File: src/rtl/mcd_wram_pkg.sv
// Shared types and constants for the Mega-CD word-RAM ASIC port.
// State encoding, priority-mode codes and the word-address type.
package mcd_wram_pkg;

    localparam int ADDR_W = 17;

    typedef logic [ADDR_W-1:0] waddr_t;

    typedef enum logic [1:0] {
        IDLE,
        RD,
        MERGE,
        WR
    } state_t;

    localparam logic [1:0] PM_OFF   = 2'b00;
    localparam logic [1:0] PM_UNDER = 2'b01;
    localparam logic [1:0] PM_OVER  = 2'b10;

    // Code 11 behaves like off, so only the two real modes need a merge.
    function automatic logic pm_active(input logic [1:0] mode);
        return (mode != PM_OFF) && (mode != 2'b11);
    endfunction

endpackage

File: src/rtl/wram_asic_port_if.sv
// ASIC strobe bus plus word-RAM memory handshake.
// master = the port itself, slave = ASIC and memory arbiter side.
interface wram_asic_port_if;
    import mcd_wram_pkg::*;

    logic        asic_oe;
    logic        asic_we;
    waddr_t      asic_addr;
    logic [15:0] asic_din;
    logic [15:0] asic_dout;

    logic        mem_req;
    logic        mem_we;
    waddr_t      mem_addr;
    logic [15:0] mem_din;
    logic [15:0] mem_dout;
    logic        mem_ack;

    modport master (
        input  asic_oe, asic_we, asic_addr, asic_din,
        input  mem_dout, mem_ack,
        output asic_dout,
        output mem_req, mem_we, mem_addr, mem_din
    );

    modport slave (
        output asic_oe, asic_we, asic_addr, asic_din,
        output mem_dout, mem_ack,
        input  asic_dout,
        input  mem_req, mem_we, mem_addr, mem_din
    );

endinterface

File: src/rtl/pm_nibble_merge.sv
// Priority-mode nibble merge of an ASIC write onto existing RAM data.
// Underwrite keeps non-zero old nibbles; overwrite keeps non-zero new ones.
module pm_nibble_merge
    import mcd_wram_pkg::*;
(
    input  logic [15:0] old_data,
    input  logic [15:0] new_data,
    input  logic [1:0]  pm,
    output logic [15:0] merged
);

    // Select each nibble independently according to the mode.
    always_comb begin
        merged = new_data;
        for (int n = 0; n < 4; n++) begin
            unique case (pm)
                PM_UNDER: merged[n*4 +: 4] = (old_data[n*4 +: 4] != 4'h0) ?
                                             old_data[n*4 +: 4] : new_data[n*4 +: 4];
                PM_OVER:  merged[n*4 +: 4] = (new_data[n*4 +: 4] != 4'h0) ?
                                             new_data[n*4 +: 4] : old_data[n*4 +: 4];
                default:  merged[n*4 +: 4] = new_data[n*4 +: 4];
            endcase
        end
    end

endmodule

File: src/rtl/wram_asic_port.sv
// Word-RAM responder for the graphics ASIC in 2M sub-owned mode.
// Turns sampled level strobes into single req/ack memory transactions.
module wram_asic_port
    import mcd_wram_pkg::*;
#(
    parameter int SYNC_BUDGET = 2
) (
    input  logic             clk_asic,
    input  logic             rst,
    input  logic             sub_sync,
    input  logic [1:0]       pm,
    input  logic             wram_mode,
    input  logic             wram_for_sub,
    input  logic             sub_req,
    output logic             port_busy,
    output logic             asic_miss,
    wram_asic_port_if.master bus
);

    localparam int SIG_W = 1 + ADDR_W + 16;
    localparam int CNT_W = $clog2(SYNC_BUDGET + 1);

    typedef logic [CNT_W-1:0] cnt_t;

    localparam cnt_t BUDGET    = cnt_t'(SYNC_BUDGET);
    localparam cnt_t BUDGET_M1 = cnt_t'(SYNC_BUDGET - 1);

    state_t           state;
    state_t           state_nxt;
    logic             enable;
    logic             strobe;
    logic             accept;
    logic             aborted;
    logic             abort_now;
    logic             abort_done;
    logic [SIG_W-1:0] sig;
    logic [SIG_W-1:0] last_sig;
    logic             sig_valid;
    logic             req_we;
    waddr_t           req_addr;
    logic [15:0]      req_din;
    logic [1:0]       req_pm;
    logic [15:0]      old_data;
    logic [15:0]      wr_data;
    logic [15:0]      merged;
    logic [15:0]      dout_q;
    cnt_t             sync_cnt;
    logic             miss_q;

    assign enable    = !wram_mode && wram_for_sub;
    assign strobe    = bus.asic_oe || bus.asic_we;
    assign sig       = {bus.asic_we, bus.asic_addr, bus.asic_din};
    assign accept    = sub_sync && (state == IDLE) && enable && !sub_req &&
                       strobe && (!sig_valid || (sig != last_sig));
    assign abort_now = aborted || !enable;
    assign abort_done = (state != IDLE) && (state_nxt == IDLE) && abort_now;

    assign bus.mem_addr  = req_addr;
    assign bus.mem_din   = wr_data;
    assign bus.asic_dout = dout_q;
    assign asic_miss     = miss_q;

    pm_nibble_merge u_merge (
        .old_data (old_data),
        .new_data (req_din),
        .pm       (req_pm),
        .merged   (merged)
    );

    // State register; reset drops any request on the next edge.
    always_ff @(posedge clk_asic) begin
        if (rst) state <= IDLE;
        else     state <= state_nxt;
    end

    // Next-state and memory-side strobes decoded from the state.
    always_comb begin
        state_nxt   = state;
        bus.mem_req = 1'b0;
        bus.mem_we  = 1'b0;
        port_busy   = (state != IDLE);
        unique case (state)
            IDLE: begin
                if (accept)
                    state_nxt = (!bus.asic_we || pm_active(pm)) ? RD : WR;
            end
            RD: begin
                bus.mem_req = 1'b1;
                if (bus.mem_ack)
                    state_nxt = (req_we && !abort_now) ? MERGE : IDLE;
            end
            MERGE: begin
                state_nxt = abort_now ? IDLE : WR;
            end
            WR: begin
                bus.mem_req = 1'b1;
                bus.mem_we  = 1'b1;
                if (bus.mem_ack) state_nxt = IDLE;
            end
            default: state_nxt = IDLE;
        endcase
    end

    // Request fields, read-back data and merged write data.
    always_ff @(posedge clk_asic) begin
        if (rst) begin
            req_we   <= 1'b0;
            req_addr <= '0;
            req_din  <= '0;
            req_pm   <= PM_OFF;
            old_data <= '0;
            wr_data  <= '0;
            dout_q   <= '0;
        end else begin
            if (accept) begin
                req_we   <= bus.asic_we;
                req_addr <= bus.asic_addr;
                req_din  <= bus.asic_din;
                req_pm   <= pm;
                wr_data  <= bus.asic_din;
            end
            if (state == RD && bus.mem_ack && !abort_now) begin
                if (req_we) old_data <= bus.mem_dout;
                else        dout_q   <= bus.mem_dout;
            end
            if (state == MERGE) wr_data <= merged;
        end
    end

    // Signature of the last served strobe, for duplicate suppression.
    always_ff @(posedge clk_asic) begin
        if (rst) begin
            sig_valid <= 1'b0;
            last_sig  <= '0;
        end else if (accept) begin
            sig_valid <= 1'b1;
            last_sig  <= sig;
        end else if (!enable || (sub_sync && !strobe) || abort_done) begin
            sig_valid <= 1'b0;
        end
    end

    // Remember a mid-transaction loss of ownership until the cycle ends.
    always_ff @(posedge clk_asic) begin
        if (rst)                         aborted <= 1'b0;
        else if (state_nxt == IDLE)      aborted <= 1'b0;
        else if (port_busy && !enable)   aborted <= 1'b1;
    end

    // Count sub_sync ticks while busy; flag a miss when the budget is used.
    always_ff @(posedge clk_asic) begin
        if (rst) begin
            sync_cnt <= '0;
            miss_q   <= 1'b0;
        end else if (accept) begin
            sync_cnt <= '0;
            miss_q   <= 1'b0;
        end else if (port_busy && sub_sync && (sync_cnt != BUDGET)) begin
            sync_cnt <= sync_cnt + 1'b1;
            if (sync_cnt == BUDGET_M1) miss_q <= 1'b1;
        end
    end

endmodule

File: src/flat_wrapper.sv
// flat-port wrapper written by rule: the top's interface ports become plain ports
module wram_asic_port_flat import mcd_wram_pkg::*;
#(
    parameter int SYNC_BUDGET = 2
)
  (clk_asic, rst, sub_sync, pm, wram_mode, wram_for_sub, sub_req, port_busy, asic_miss, bus_asic_oe, bus_asic_we, bus_asic_addr, bus_asic_din, bus_mem_dout, bus_mem_ack, bus_asic_dout, bus_mem_req, bus_mem_we, bus_mem_addr, bus_mem_din);
  wram_asic_port_if bus_i ();
  input  logic clk_asic;
  input  logic rst;
  input  logic sub_sync;
  input  logic [1:0] pm;
  input  logic wram_mode;
  input  logic wram_for_sub;
  input  logic sub_req;
  output logic port_busy;
  output logic asic_miss;
  input wire logic [$bits(bus_i.asic_oe)-1:0] bus_asic_oe;
  input wire logic [$bits(bus_i.asic_we)-1:0] bus_asic_we;
  input wire logic [$bits(bus_i.asic_addr)-1:0] bus_asic_addr;
  input wire logic [$bits(bus_i.asic_din)-1:0] bus_asic_din;
  input wire logic [$bits(bus_i.mem_dout)-1:0] bus_mem_dout;
  input wire logic [$bits(bus_i.mem_ack)-1:0] bus_mem_ack;
  output wire logic [$bits(bus_i.asic_dout)-1:0] bus_asic_dout;
  output wire logic [$bits(bus_i.mem_req)-1:0] bus_mem_req;
  output wire logic [$bits(bus_i.mem_we)-1:0] bus_mem_we;
  output wire logic [$bits(bus_i.mem_addr)-1:0] bus_mem_addr;
  output wire logic [$bits(bus_i.mem_din)-1:0] bus_mem_din;
  assign bus_i.asic_oe = bus_asic_oe;
  assign bus_i.asic_we = bus_asic_we;
  assign bus_i.asic_addr = bus_asic_addr;
  assign bus_i.asic_din = bus_asic_din;
  assign bus_i.mem_dout = bus_mem_dout;
  assign bus_i.mem_ack = bus_mem_ack;
  assign bus_asic_dout = bus_i.asic_dout;
  assign bus_mem_req = bus_i.mem_req;
  assign bus_mem_we = bus_i.mem_we;
  assign bus_mem_addr = bus_i.mem_addr;
  assign bus_mem_din = bus_i.mem_din;
  wram_asic_port #(.SYNC_BUDGET(SYNC_BUDGET)) u_core (.clk_asic(clk_asic), .rst(rst), .sub_sync(sub_sync), .pm(pm), .wram_mode(wram_mode), .wram_for_sub(wram_for_sub), .sub_req(sub_req), .port_busy(port_busy), .asic_miss(asic_miss), .bus(bus_i));
endmodule
File: config.mk
export PLATFORM = sky130hd
export DESIGN_NAME = wram_asic_port_flat
export DESIGN_NICKNAME = d
export VERILOG_FILES = /design/src/rtl/mcd_wram_pkg.sv /design/src/rtl/wram_asic_port_if.sv /design/src/rtl/pm_nibble_merge.sv /design/src/rtl/wram_asic_port.sv /design/src/flat_wrapper.sv
export SDC_FILE = /design/constraint.sdc
export NUM_CORES = 1
export LEC_CHECK = 0
export ABC_AREA = 1
export BUFFER_PORTS_ARGS = -buffer_cell sky130_fd_sc_hd__buf_2
export CAP_MARGIN = 20
export CORE_MARGIN = 3
export CORE_UTILIZATION = 35
export CTS_BUF_LIST = sky130_fd_sc_hd__clkbuf_16
export CTS_CLUSTER_SIZE = 30
export DETAILED_ROUTE_END_ITERATION = 6
export PLACE_DENSITY = 0.69
export SLEW_MARGIN = 20
export SYNTH_ARGS = -nofsm -noshare
export SYNTH_HDL_FRONTEND = slang
export SYNTH_SLANG_ARGS = --single-unit
File: constraint.sdc
create_clock -name clk_asic -period 1.7 [get_ports clk_asic]
set_clock_uncertainty 0.05 [all_clocks]
set_input_delay 0 -clock clk_asic [delete_from_list [all_inputs] [get_ports clk_asic]]
set_output_delay 0 -clock clk_asic [all_outputs]
set_load 0.01 [all_outputs]
# == Word level (Yosys, flattened, before mapping) ==
# Index checks and enable logic that the tools add are counted.
# totals
out_inout_bits,53
elab_cells,98
input_bits,60
reg_bits,125
# op_classes
n_reduce_logical,49
bitwise,1
n_eq_ne,9
add_sub_neg,1
muxes,25
# ops
operator,count
inequality test 34 bit,1
2-to-1 mux 16 bit,2
2-to-1 mux 4 bit,8
one-hot mux 4 bit (2 select lines),4
nonzero test 4 bit,8
logical AND 1 bit,16
2-to-1 mux 2 bit,6
one-hot mux 2 bit (4 select lines),1
nonzero test 2 bit,4
zero test 1 bit,7
"== test 2 x 1 -> 1 bit, second input constant",3
"== test 2 bit, second input constant",3
logical OR 1 bit,6
AND reduction 2 bit,3
OR reduction 2 bit,3
zero test 2 bit,2
2-to-1 mux 1 bit,4
"inequality test 2 bit, second input constant",2
"adder 2 x 1 -> 2 bit, second input constant",1
inverter 1 bit,1

# == Longest topological paths before layout ==
# Gate-level depths: netlist of the first run.
# depth
depth_word,15
ltp_mapped,15
mapped_depth_nobuf,15

# == Modules after synthesis ==
# Synthesis of the first run repeated with hierarchy kept, for this count alone.
# unflattened
cells_unflattened,747
area_unflattened_um2,4734.5
# modules_own_cells
module,seq_area_each_um2,cells_per_inst,area_per_inst_um2,n_inst
wram_asic_port,1821.7,610,4131.5,1
pm_nibble_merge,0.0,137,603.1,1

# == Worst setup path before layout of the first run ==
# Ideal clock, no wire load.
# synth_path
path_kind,reg-to-reg
start,reg u_core.req_pm[0]
end,reg u_core.wr_data[10] (netlist: u_core.bus.mem_din[10])
setup_ps,74
path_buffers,1
period_less_slack_ps,1584
setup_slack_ps,116
stages_incl_launch_ff,9
required_ps,1576
arrival_time_ps,1460
path_cell_list,dfxtp_1 inv_1 ha_1 inv_1 clkbuf_1 nand3_1 nand3_1 nand2_1 a31oi_1
# synth_via
elab_chain_len,3
elab_cells_between_ends,4
cone_classes,2 x eq/ne; 2 x mux
# synth_rtl
item,line_no,text
start: declaration,wram_asic_port.sv:42,logic [1:0] req_pm;
start signal: assignment,wram_asic_port.sv:119,req_pm <= pm;
== test 2 bit / == test 2 x 1 -> 1 bit (equally long branches),pm_nibble_merge.sv:16,unique case (pm)
one-hot mux 4 bit (2 select lines) *,pm_nibble_merge.sv:16,
2-to-1 mux 16 bit *,wram_asic_port.sv:126,if (state == MERGE) wr_data <= merged;
end signal: assignment,wram_asic_port.sv:120,wr_data <= bus.asic_din;
end signal: assignment,wram_asic_port.sv:126,
end: declaration,wram_asic_port.sv:44,logic [15:0] wr_data;
# Every way passes the cells marked *; elsewhere a longest branch is shown, timed or not.
# A chain may end at the register's enable or synchronous reset.

# == Worst setup path after layout of the first run ==
# layout_path
start,reg u_core.last_sig[8]
end,reg u_core.last_sig[12]
# layout_via
elab_chain_len,3
# layout_rtl
item,line_no,text
start: declaration,wram_asic_port.sv:37,logic [SIG_W-1:0] last_sig;
start signal: assignment,wram_asic_port.sv:137,last_sig <= sig;
inequality test 34 bit,wram_asic_port.sv:54,strobe && (!sig_valid || (sig != last_sig));
logical OR 1 bit,wram_asic_port.sv:54,
logical AND 1 bit,wram_asic_port.sv:54,
# No other way between the ends.

==> metrics.md, run 1 <==
| Metric | Value |
|---|---|
| Core Region | around 12000 sq um |
| Drt pass-1 iters | 5 |
| Most common cell after layout, fill and taps aside | nand2_1 |
| Num CTS Buffers | 9 |
| Post-layout util | around 54% |
| Reg2Reg Capture Point | u_core.last_sig[12] |
| Avg WL per Cell | around 14 microns |
| Synth async-reset ratio | 0% |
| Final setup fails | 55 |
| FMAX | between 500 and 600 MHz |
| Final Max Tran Viols | 0 |
| Post-Syn Area | between 4000 and 5000 sq um |
| Final min period | between 1500 and 2000 ps |
| # DRC | 0 |
| Sinks on Clock Net | between 90 and 100 |
| Reg-to-reg slack, setup | -140 ps |
| Least-Margin Pin Slew | about 730 ps |
| WP data arrival | 2050 ps |
| Fill cells | 1163 |
| Syn Nets | ~730 |
| Maxcap violations | 0 |
| Slowest-stage cell, CP | dfxtp_1 |
| Deepest clock path buffer count | 2 |
| Crit-path cells | xnor2_1, nand2_1, nor2_1, nand2_1, nor2_2, nand3_4, nand2_8, buf_12, nand2_8, o22ai_1 |
| Grt total ovfl | 0 |
| Synthesis-to-finish area growth | 46.3% |
| Pleak | approximately 3 nW |
| R2r worst-path depth | 10 |
| Vias per cell | 4.82 |
| Hold Slack | 17.3 ps |
| CTS Root Cell | clkbuf_16 |
| Ports | between 100 and 150 |
| PD cells | between 700 and 800 nW/um^2 |
| RSZ-0062 raised after global routing | true |
| DIE HEIGHT | 119 microns |
| Worst Setup SP | u_core.last_sig[8] |
| Violated checks | negative setup slack |
| Syn Inst Count | approximately 660 |
| Initial Utilization | 36.7% |
| Commonest non-fill, non-tap cells in the layout | nand2_1, buf_2, nor2_1 |
| Share of cells above drive strength 1 | 30.6% |
| Relative slew slack | roughly 51% |
| Period utilization | 108% |
| Final Net Count | between 900 and 1000 |
| Met2 wire length | a little under 7000 microns |
| Crit path to | u_core.last_sig[12] |
| CP Launch Type | register |
| Worst hold path type | primary input to register |
| Reg2reg start | u_core.last_sig[8] |
| Highest metal layer with signal wires | met4 |
| Synth Area in Simple Gates | ~29% |
| Area occupied by multi-input gates | 2340 sq um |
| Area taken by flip-flops and latches | ~1800 sq um |
| Status | complete, but fails checks |
| Total vias in the final route | 4902 |
| Initial antenna violation count | 0 |
| RD Place Congestion | a little under 0.9 |
| Die Area | 14200 sq um |
| Main combinational cell family by area after synthesis | simple AND/OR/NAND/NOR gates |
| Detailed Route WL | approximately 14000 microns |
| CTS tree | yes |
| Post-synthesis sequential area ratio | around two fifths |
| Final WS setup | -141 ps |
| WP data required | about 1900 ps |
| Clk_lat worst skew | about 350 ps |
| Warnings from Yosys | 0 |
| Initial DRC count | between 200 and 300 |
| Worst Min Path Start | wram_mode |
| DRT met1 WL | ~6300 microns |
| Post-synthesis compound-gate area fraction | between 10% and 20% |
| GRT Resource Usage Total | 18.9% |
| Worst-path fanout max | 9 |
| Die X | 119 microns |
| Nature of the critical path endpoint | register |
| Post-Synth Adder-Cell Area | 1.11% |
| DP HPWL | 9360 microns |
| Worst Path Class, Setup | register to register |
| Synth Register Bits | approximately 90 |
| CTS clk-pin slew, worst paths | roughly 70 ps |
| Final hold violation count | 0 |
| Synth Area in XOR/XNOR | approximately 2.1% |
| Syn avg cell area | about 6.8 sq um |
| Diodes inserted | 0 |
| Port Buf Inserts | roughly 110 |
| H-tree Lvls | 3 |
| Number of global-route vias before repair | roughly 4500 |
| Largest net degree at the start of global routing | 27 |
| Met3 wire len | 813 microns |
| First-pass GRT wire length | 22100 microns |
| Worst VDD drop | 457 uV |
| Ys flop type | dfxtp_1 |
| Critical path's largest stage delay | about 330 ps |
| Yosys cell types | 27 |
| Final ANT Viol Nets | 0 |
| Num rows | 40 |
| Mux contribution to synthesized area | 0% |
| Post-synth EDFFs | 0 |
metal layers:
| metal | track usage, % | vias up |
|---|---|---|
| met4 | 5.65 | 0 |
| met2 | 31.0 | 164 |
| met1 | 25.2 | 2228 |
| met5 | 0 | - |
| met3 | 3.51 | 26 |
| li1 | - | 2484 |
cells by family (layout without fill, tap and decap cells):
kind of cell,Yosys count,in the layout
flip-flops,91,91
XOR/XNOR,11,11
buffers and inverters,127,312
AO/OA/AOI/OAI,117,117
adder cells (fa/ha/maj),4,4
AND/OR/NAND/NOR,311,314
synth_stat cells (4+ instances only):
cell | count | area [sq um]
a21oi_1 | 24 | 120
a31oi_1 | 16 | 100
buf_2 | 6 | 30.0
buf_4 | 19 | 143
buf_6 | 4 | 45.0
clkbuf_1 | 13 | 48.8
dfxtp_1 | 91 | 1820
ha_1 | 4 | 50.1
inv_1 | 77 | 289
inv_2 | 8 | 30.0
nand2_1 | 156 | 586
nand3_1 | 36 | 180
nand4_1 | 8 | 50.1
nor2_1 | 96 | 360
nor4_1 | 4 | 25.0
o21ai_0 | 55 | 275
o22ai_1 | 21 | 131
xnor2_1 | 8 | 70.1
power by group:
group	switching, mW	leakage (nW)	total, mW	internal, mW
Combinational	0.327	2.12	0.623	0.296
Clock	0.864	0.139	2.00	1.13
Sequential	0.0251	0.742	2.19	2.17
Total	1.22	3.00	4.81	3.60
stage by stage:
step                      setup slack, ps  power, mW  instances  instance area (sq um)  TNS (ps)
after detailed placement             -139       2.69        934                   5300     -5090
after global routing                 -194       4.99       1017                   6580     -8570
after global placement               -171       2.69        934                   5300     -4750
final                                -141       4.81       1017                   6580     -3770
after CTS                           -28.5       4.78       1005                   6260      -758
after floorplan                       116       2.50        661                   4490         0
sequential cells by signal, indices dropped and copies added (netlist names):
name                  flops
u_core.asic_miss          1
u_core.req_pm             2
u_core.bus.mem_din       16
u_core.sync_cnt           2
u_core.state              2
u_core.last_sig          33
u_core.req_we             1
u_core.aborted            1
u_core.bus.asic_dout     16
u_core.old_data          16
u_core.sig_valid          1
worst min path at each step:
| stage | cells after the start | slack (ps) | endpoint |
|---|---|---|---|
| after global routing | 6 | 70 | u_core.sig_valid |
| after global placement | 3 | 190 | u_core.old_data[14] |
| after CTS | 6 | 2 | u_core.sig_valid |
| after detailed placement | 3 | 190 | u_core.old_data[14] |
| final | 6 | 20 | u_core.sig_valid |
| after floorplan | 2 | 80 | u_core.old_data[0] |
layout make-up:
| class | count | share of cell area, % |
|---|---|---|
| Clock buffer | 9 | 3.42 |
| Clock inverter | 7 | 1.07 |
| Inverter | 85 | 5.02 |
| Multi-Input combinational cell | 446 | 35.6 |
| Sequential cell | 91 | 28.0 |
| Tap cell | 168 | 3.20 |
| Timing Repair Buffer | 211 | 23.7 |
what timing repair did:
| item | 4_1_cts | 5_1_grt |
|---|---|---|
| resized for setup | 32 | 68 |
| gates cloned | 2 | 4 |
| endpoints found under the hold margin | 85 | 0 |
| buffers inserted | 1 | 9 |
| pin swaps | 5 | 14 |
| hold buffers | 52 | 0 |
| setup endpoints to repair | 57 | 72 |
critical path, delay by kind of cell (launching register included):
kind	cells	cell delay, ps
AOI/OAI and AO/OA	1	210
DFF	1	330
and+or+nand+nor	7	830
xor gates and xnor gates	1	180
buffers and inverters	1	150
No activity file was read; power rests on OpenSTA's default activity.
==> inputs of run 2 (changes only) <==
- CORE_UTILIZATION: 35 -> 48
- PLACE_DENSITY: 0.69 -> 0.86
==> metrics.md, run 2 (synthesis gave the netlist of run 1 again) <==
| Metric | Value |
|---|---|
| Status | complete, but fails checks |
| Violated checks | negative setup slack |
| Total vias in the final route | 5153 (+5.1%) |
| Num CTS Buffers | 9 (unchanged) |
| Fill cells | 658 (-43%) |
| Die X | 103 microns (-14%) |
| Grt total ovfl | 0 (unchanged) |
| Final hold violation count | 0 (unchanged) |
| Period utilization | 110% (+1.6 points) |
| Initial DRC count | 384 (+33%) |
| Core Region | 8890 sq um (-27%) |
| Post-layout util | 72.9% (+19 points) |
| Commonest non-fill, non-tap cells in the layout | nand2_1, buf_2, nor2_1 |
| Drt pass-1 iters | 5 (unchanged) |
| Initial antenna violation count | 0 (unchanged) |
| Max reg flops | 33 (unchanged) |
| Worst Setup SP | u_core.last_sig[13] |
| # DRC | 0 (unchanged) |
| Slowest-stage cell, CP | dfxtp_2 |
| FMAX | 535 MHz (-1.4%) |
| Synthesis-to-finish area growth | 44.2% |
| WP data arrival | 2030 ps (-20 ps) |
| Num rows | 34 (-15%) |
| Worst-path fanout max | 8 (-1) |
| Final setup fails | 59 (+7.3%) |
| CTS tree | yes |
| Reg2reg start | u_core.last_sig[13] |
| GRT Resource Usage Total | 24.9% (+6.0 points) |
| PD cells | 736 nW/um^2 (+0.55%) |
| Avg WL per Cell | 15.8 microns (+13%) |
| Final Max Tran Viols | 0 (unchanged) |
| Initial Utilization | 50.5% (+14 points) |
| Vias per cell | 5.44 (+13%) |
| DIE HEIGHT | 103 microns (-14%) |
| Worst hold path type | primary input to register |
| Ports | 113 (unchanged) |
| Most flop-heavy register | u_core.last_sig |
| Pleak | 3.07 nW (+2.5%) |
| DP HPWL | 8610 microns (-8.0%) |
| Final WS setup | -168 ps (-26.8 ps) |
| Number of global-route vias before repair | 4514 (+0.42%) |
| Final min period | 1870 ps (+26.8 ps) |
| RD Place Congestion | 0.879 (+0.76%) |
| RSZ-0062 raised after global routing | true |
| WP data required | 1860 ps (-50 ps) |
| Worst Path Class, Setup | register to register |
| Final ANT Viol Nets | 0 (unchanged) |
| Deepest clock path buffer count | 2 (unchanged) |
| Hold Slack | 60.7 ps (+43.3 ps) |
| H-tree Lvls | 3 (unchanged) |
| Least-Margin Pin Slew | 424 ps (-308 ps) |
| Critical path's largest stage delay | 350 ps (+20 ps) |
| Port Buf Inserts | 112 (unchanged) |
| CP Launch Type | register |
| Largest net degree at the start of global routing | 70 (+160%) |
| Crit-path cells | inv_2, nand2_1, nand2_1, inv_1, nand2_1, nor2_2, nand2_1, nor2_2, nand3_4, nand2_8, inv_8, clkbuf_16, nand2_4, a31oi_1 |
| Clk_lat worst skew | 340 ps (about the same) |
| Diodes inserted | 0 (unchanged) |
| Most common cell after layout, fill and taps aside | nand2_1 |
| Worst Min Path Start | bus_asic_din[11] |
| Sinks on Clock Net | 91 (unchanged) |
| First-pass GRT wire length | 21000 microns (-4.9%) |
| Die Area | 10600 sq um (-26%) |
| Detailed Route WL | 15000 microns (+5.8%) |
| Relative slew slack | 71.6% (+21 points) |
| CTS clk-pin slew, worst paths | 60 ps (about the same) |
| Maxcap violations | 0 (unchanged) |
| Nature of the critical path endpoint | register |
| Share of cells above drive strength 1 | 28.7% (-1.9 points) |
| CTS Root Cell | clkbuf_16 |
| Worst path most repeated cell | nand2_1 |
| Final Net Count | 900 (-0.88%) |
| Worst VDD drop | 579 uV (+27%) |
-- run 2: changes by cell type in the layout (fill, tap and decap cells not counted), sizes merged --
cell          before  now
buf              157  149
clkbuf            11   13
clkinv             3    4
clkinvlp           4    2
dlygate4sd3       52   50
dlymetal6s4s       0    2
nand2            161  159
-- run 2: routing by layer --
layer  share of wire (%)  global-route usage, %
met2                  48                   40.4
met3                 8.5                   4.13
met1                  40                   33.3
met4                 3.6                   9.36
met5                   0                      0
-- run 2: path summary, 6_finish.rpt --
| kind | endpoint | slack (ps) | cells past startpoint |
|---|---|---|---|
| setup / recovery | u_core.bus.mem_din[10] | -170 | 14 |
| hold / removal | u_core.bus.mem_din[11] | 60 | 3 |
| setup reg to reg | u_core.bus.mem_din[10] | -170 | 14 |
| hold reg to reg | u_core.asic_miss | 390 | 2 |
-- run 2: critical path: cells and delay by family (launching register included) --
| kind | cells | cell delay, ps |
|---|---|---|
| AO/OA/AOI/OAI | 1 | 80 |
| buffers and inverters | 4 | 360 |
| AND/OR/NAND/NOR | 9 | 870 |
| flip-flops | 1 | 350 |
-- run 2: final cells by class --
cell class / count / area (sq um) / share of cell area, %
Clock buffer: 9 / 225 / 3.48
Clock inverter: 6 / 58.8 / 0.908
Inverter: 85 / 334 / 5.16
Multi-Input combinational cell: 444 / 2310 / 35.7
Sequential cell: 91 / 1840 / 28.4
Tap cell: 108 / 135 / 2.09
Timing Repair Buffer: 205 / 1570 / 24.3
-- run 2: power breakdown --
group	leakage, nW	switching [mW]	total, mW	internal, mW
Clock	0.142	0.818	1.94	1.12
Sequential	0.743	0.0273	2.20	2.17
Combinational	2.19	0.339	0.634	0.295
-- run 2: what timing repair did --
item                                   in CTS  in global routing
setup buffers                               1                 11
gates resized for setup                    19                 72
gates cloned                                0                  5
hold buffers                               52                  0
endpoints found under the hold margin      85                  0
pin swaps                                   3                  7
setup endpoints to repair                  39                 90
-- run 2: stage by stage --
stage                     area (sq um)  instances  TNS, ps  setup slack [ps]  power (mW)
final                             6480        948    -6850              -168        4.77
after global routing              6480        948   -12390              -256        4.91
after CTS                         6030        934        0              1.54        4.68
after detailed placement          5180        866    -1180             -61.3        2.69
after global placement            5180        866    -18.3             -2.99        2.68
after floorplan                   4490        661        0               116        2.50
==> inputs of run 3 (changes only) <==
- BUFFER_PORTS_ARGS: -buffer_cell sky130_fd_sc_hd__buf_2 -> unset
- CORE_UTILIZATION: 48 -> 55
- DONT_BUFFER_PORTS: unset -> 1
- PLACE_DENSITY: 0.86 -> 0.83
==> metrics.md, run 3 (synthesis gave the netlist of run 1 again) <==
| Metric | Value |
|---|---|
| Post-layout util | 76.8% (+3.9 points) |
| Port Buf Inserts | 0 (-100%) |
| Final instance area | 6020 sq um (-7.0%) |
| Area taken by flip-flops and latches | 1850 sq um (+0.20%) |
| Violated checks | negative hold slack, negative setup slack |
| Maxcap violations | 0 (unchanged) |
| Hold Slack | -324 ps (-385 ps) |
| Worst hold path type | primary input to register |
| Share of cells above drive strength 1 | 22.9% (-5.8 points) |
| GRT Resource Usage Total | 28.7% (+3.8 points) |
| Placed inst area | 4720 sq um (-8.9%) |
| Worst-path fanout max | 8 (unchanged) |
| Worst Path Class, Setup | register to register |
| Clk_lat worst skew | 340 ps (about the same) |
| Total Power Consumption | 4.67 mW (-2.1%) |
| Vias per cell | 5.87 (+8.0%) |
| DP HPWL | 8690 microns (+0.94%) |
| Num rows | 32 (-5.9%) |
| Period utilization | 122% (+12 points) |
| Final hold violation count | 19 (+19) |
| Most flop-heavy register | u_core.last_sig |
| First-pass GRT wire length | 20800 microns (-1.1%) |
| Commonest non-fill, non-tap cells in the layout | nand2_1, nor2_1, dfxtp_1 |
| Relative slew slack | 63.4% (-8.2 points) |
| Largest net degree at the start of global routing | 42 (-40%) |
| Number of global-route vias before repair | 4532 (+0.40%) |
| Internal | 3.42 mW (-4.6%) |
| Final Net Count | 807 (-10%) |
| Fill cells | 526 (-20%) |
| Synthesis-to-finish area growth | 34.0% |
| DIE HEIGHT | 96.4 microns (-6.2%) |
| Die Area | 9290 sq um (-12%) |
| Diodes inserted | 0 (unchanged) |
| Clock power frac | 41.2% (+0.5 points) |
| Hold Path Depth | 1 (-2) |
| Final setup fails | 64 (+8.5%) |
| Initial antenna violation count | 0 (unchanged) |
| WP data arrival | 2260 ps (+230 ps) |
| Reg2reg start | u_core.last_sig[13] |
| Avg WL per Cell | 18.0 microns (+14%) |
| Reg power frac | 47.1% (+1.1 points) |
| Nature of the critical path endpoint | register |
| Deepest clock path buffer count | 2 (unchanged) |
| Status | complete, but fails checks |
| Reg-to-reg slack, setup | -370 ps (-200 ps) |
| Sinks on Clock Net | 91 (unchanged) |
| Initial DRC count | 538 (+40%) |
| PD cells | 775 nW/um^2 (+5.2%) |
| Net Sw Power | 1.25 mW (+5.3%) |
| Reg2Reg Capture Point | u_core.last_sig[28] |
| Drt pass-1 iters | 5 (unchanged) |
| Final min period | 2070 ps (+198 ps) |
| Pleak | 2.51 nW (-18%) |
| Logic pwr share | 11.6% (-1.7 points) |
| CTS Root Cell | clkbuf_16 |
| Sw Share | 26.7% (+1.9 points) |
| R2r worst-path depth | 13 (-1) |
| # DRC | 0 (unchanged) |
| CTS clk-pin slew, worst paths | 70 ps (about the same) |
| Hold bufs inserted after CTS | 55 (+5.8%) |
| Worst VDD drop | 553 uV (-4.5%) |
| Initial Utilization | 57.3% (+6.7 points) |
| Num CTS Buffers | 9 (unchanged) |
| CP Launch Type | register |
| Core Region | 7850 sq um (-12%) |
| Grt total ovfl | 0 (unchanged) |
| Least-Margin Pin Slew | 545 ps (+121 ps) |
| Max reg flops | 33 (unchanged) |
| Die X | 96.4 microns (-6.2%) |
| Area occupied by multi-input gates | 2380 sq um (+2.8%) |
| FMAX | 484 MHz (-9.6%) |
| Ports | 113 (unchanged) |
| RSZ-0062 raised after global routing | true |
| Total vias in the final route | 4989 (-3.2%) |
| CTS tree | yes |
| Worst Min Path Start | rst |
| WHS Endpoint | u_core.sig_valid |
| Final ANT Viol Nets | 0 (unchanged) |
| Final WS setup | -366 ps (-198 ps) |
| Final Max Tran Viols | 0 (unchanged) |
| WP data required | 1900 ps (+40 ps) |
| Most common cell after layout, fill and taps aside | nand2_1 |
| H-tree Lvls | 3 (unchanged) |
| RD Place Congestion | 0.894 (+1.7%) |
| Detailed Route WL | 15300 microns (+2.2%) |
## run 3: cell types whose count changed in the layout (fill, tap and decap cells not counted), moves of 4 or more
cell and change:
a21oi_1 -8, a21oi_2 +8, buf_2 -108, buf_4 +15, dlygate4sd3_1 +5, nand2_1 +8
nand2_2 +4, nand2_4 -12, nor2_1 -4, o21ai_0 -14, o21ai_2 +12
## run 3: area by class of cell
type / count / area share [%]
Clock buffer: 9 / 3.74
Clock inverter: 7 / 0.852
Inverter: 85 / 5.52
Multi-Input combinational cell: 445 / 39.4
Sequential cell: 91 / 30.6
Tap cell: 102 / 2.12
Timing Repair Buffer: 110 / 17.6
Timing Repair inverter: 1 / 0.125
## run 3: critical path, stage by stage, from the launching register on
cell and delay (ps):
dfxtp_1 380, inv_1 110, nand2_1 70, nand2_1 60, inv_1 80, nand2_1 60
nor2_1 110, nand2_1 80, nor2_2 140, nand3_4 150, nand2_4 160, clkbuf_16 180
o21ai_0 100, a21oi_1 240
## run 3: per-stage QoR
| step | setup slack [ps] | std cells | hold slack [ps] | setup TNS, ps |
|---|---|---|---|---|
| global route | -477 | 850 | -343 | -18920 |
| floorplan | 116 | 661 | 84.9 | 0 |
| global placement | 9.50 | 764 | 23.7 | 0 |
| finish | -366 | 850 | -324 | -11570 |
| CTS | -8.78 | 835 | -335 | -8.78 |
| detailed placement | -34.4 | 764 | 24.3 | -629 |
## run 3: how the worst max path moves through the flow
stage | from | endpoint | slack [ps] | depth (start not counted)
2_1_floorplan | u_core.req_pm[0] | u_core.bus.mem_din[10] | 120 | 8
3_3_place_gp | u_core.last_sig[21] | u_core.bus.mem_din[7] | 10 | 13
3_5_place_dp | u_core.last_sig[31] | u_core.bus.mem_din[0] | -30 | 14
4_1_cts | u_core.last_sig[10] | u_core.sig_valid | -9 | 11
5_1_grt | u_core.last_sig[13] | u_core.last_sig[28] | -480 | 13
6_report | u_core.last_sig[13] | u_core.last_sig[28] | -370 | 13
## run 3: what timing repair did
item / 4_1_cts / 5_1_grt
cloned: 0 / 6
pin swaps: 4 / 16
setup buffers: 0 / 10
gates resized for setup: 12 / 106
endpoints found under the setup margin: 41 / 75
hold endpoints to repair: 90 / 19
## run 3: power groups by stage
stage / logic, mW / registers [mW] / clock network (mW)
finish: 0.543 / 2.20 / 1.92
global route: 0.584 / 2.20 / 2.03
CTS: 0.448 / 2.20 / 1.91
detailed placement: 0.331 / 2.24 / 0
global placement: 0.321 / 2.24 / 0
floorplan: 0.263 / 2.24 / 0
## run 3: layer usage
layer  up-vias  global-route usage, %  wire, microns  share of wire, %
li1       2271                      -              -                 -
met1      2275                   35.3           5750                37
met2       364                   47.6           7300                48
met3        79                   6.43           1650                11
met4         0                   13.4            637               4.2
met5         -                      0              0                 0
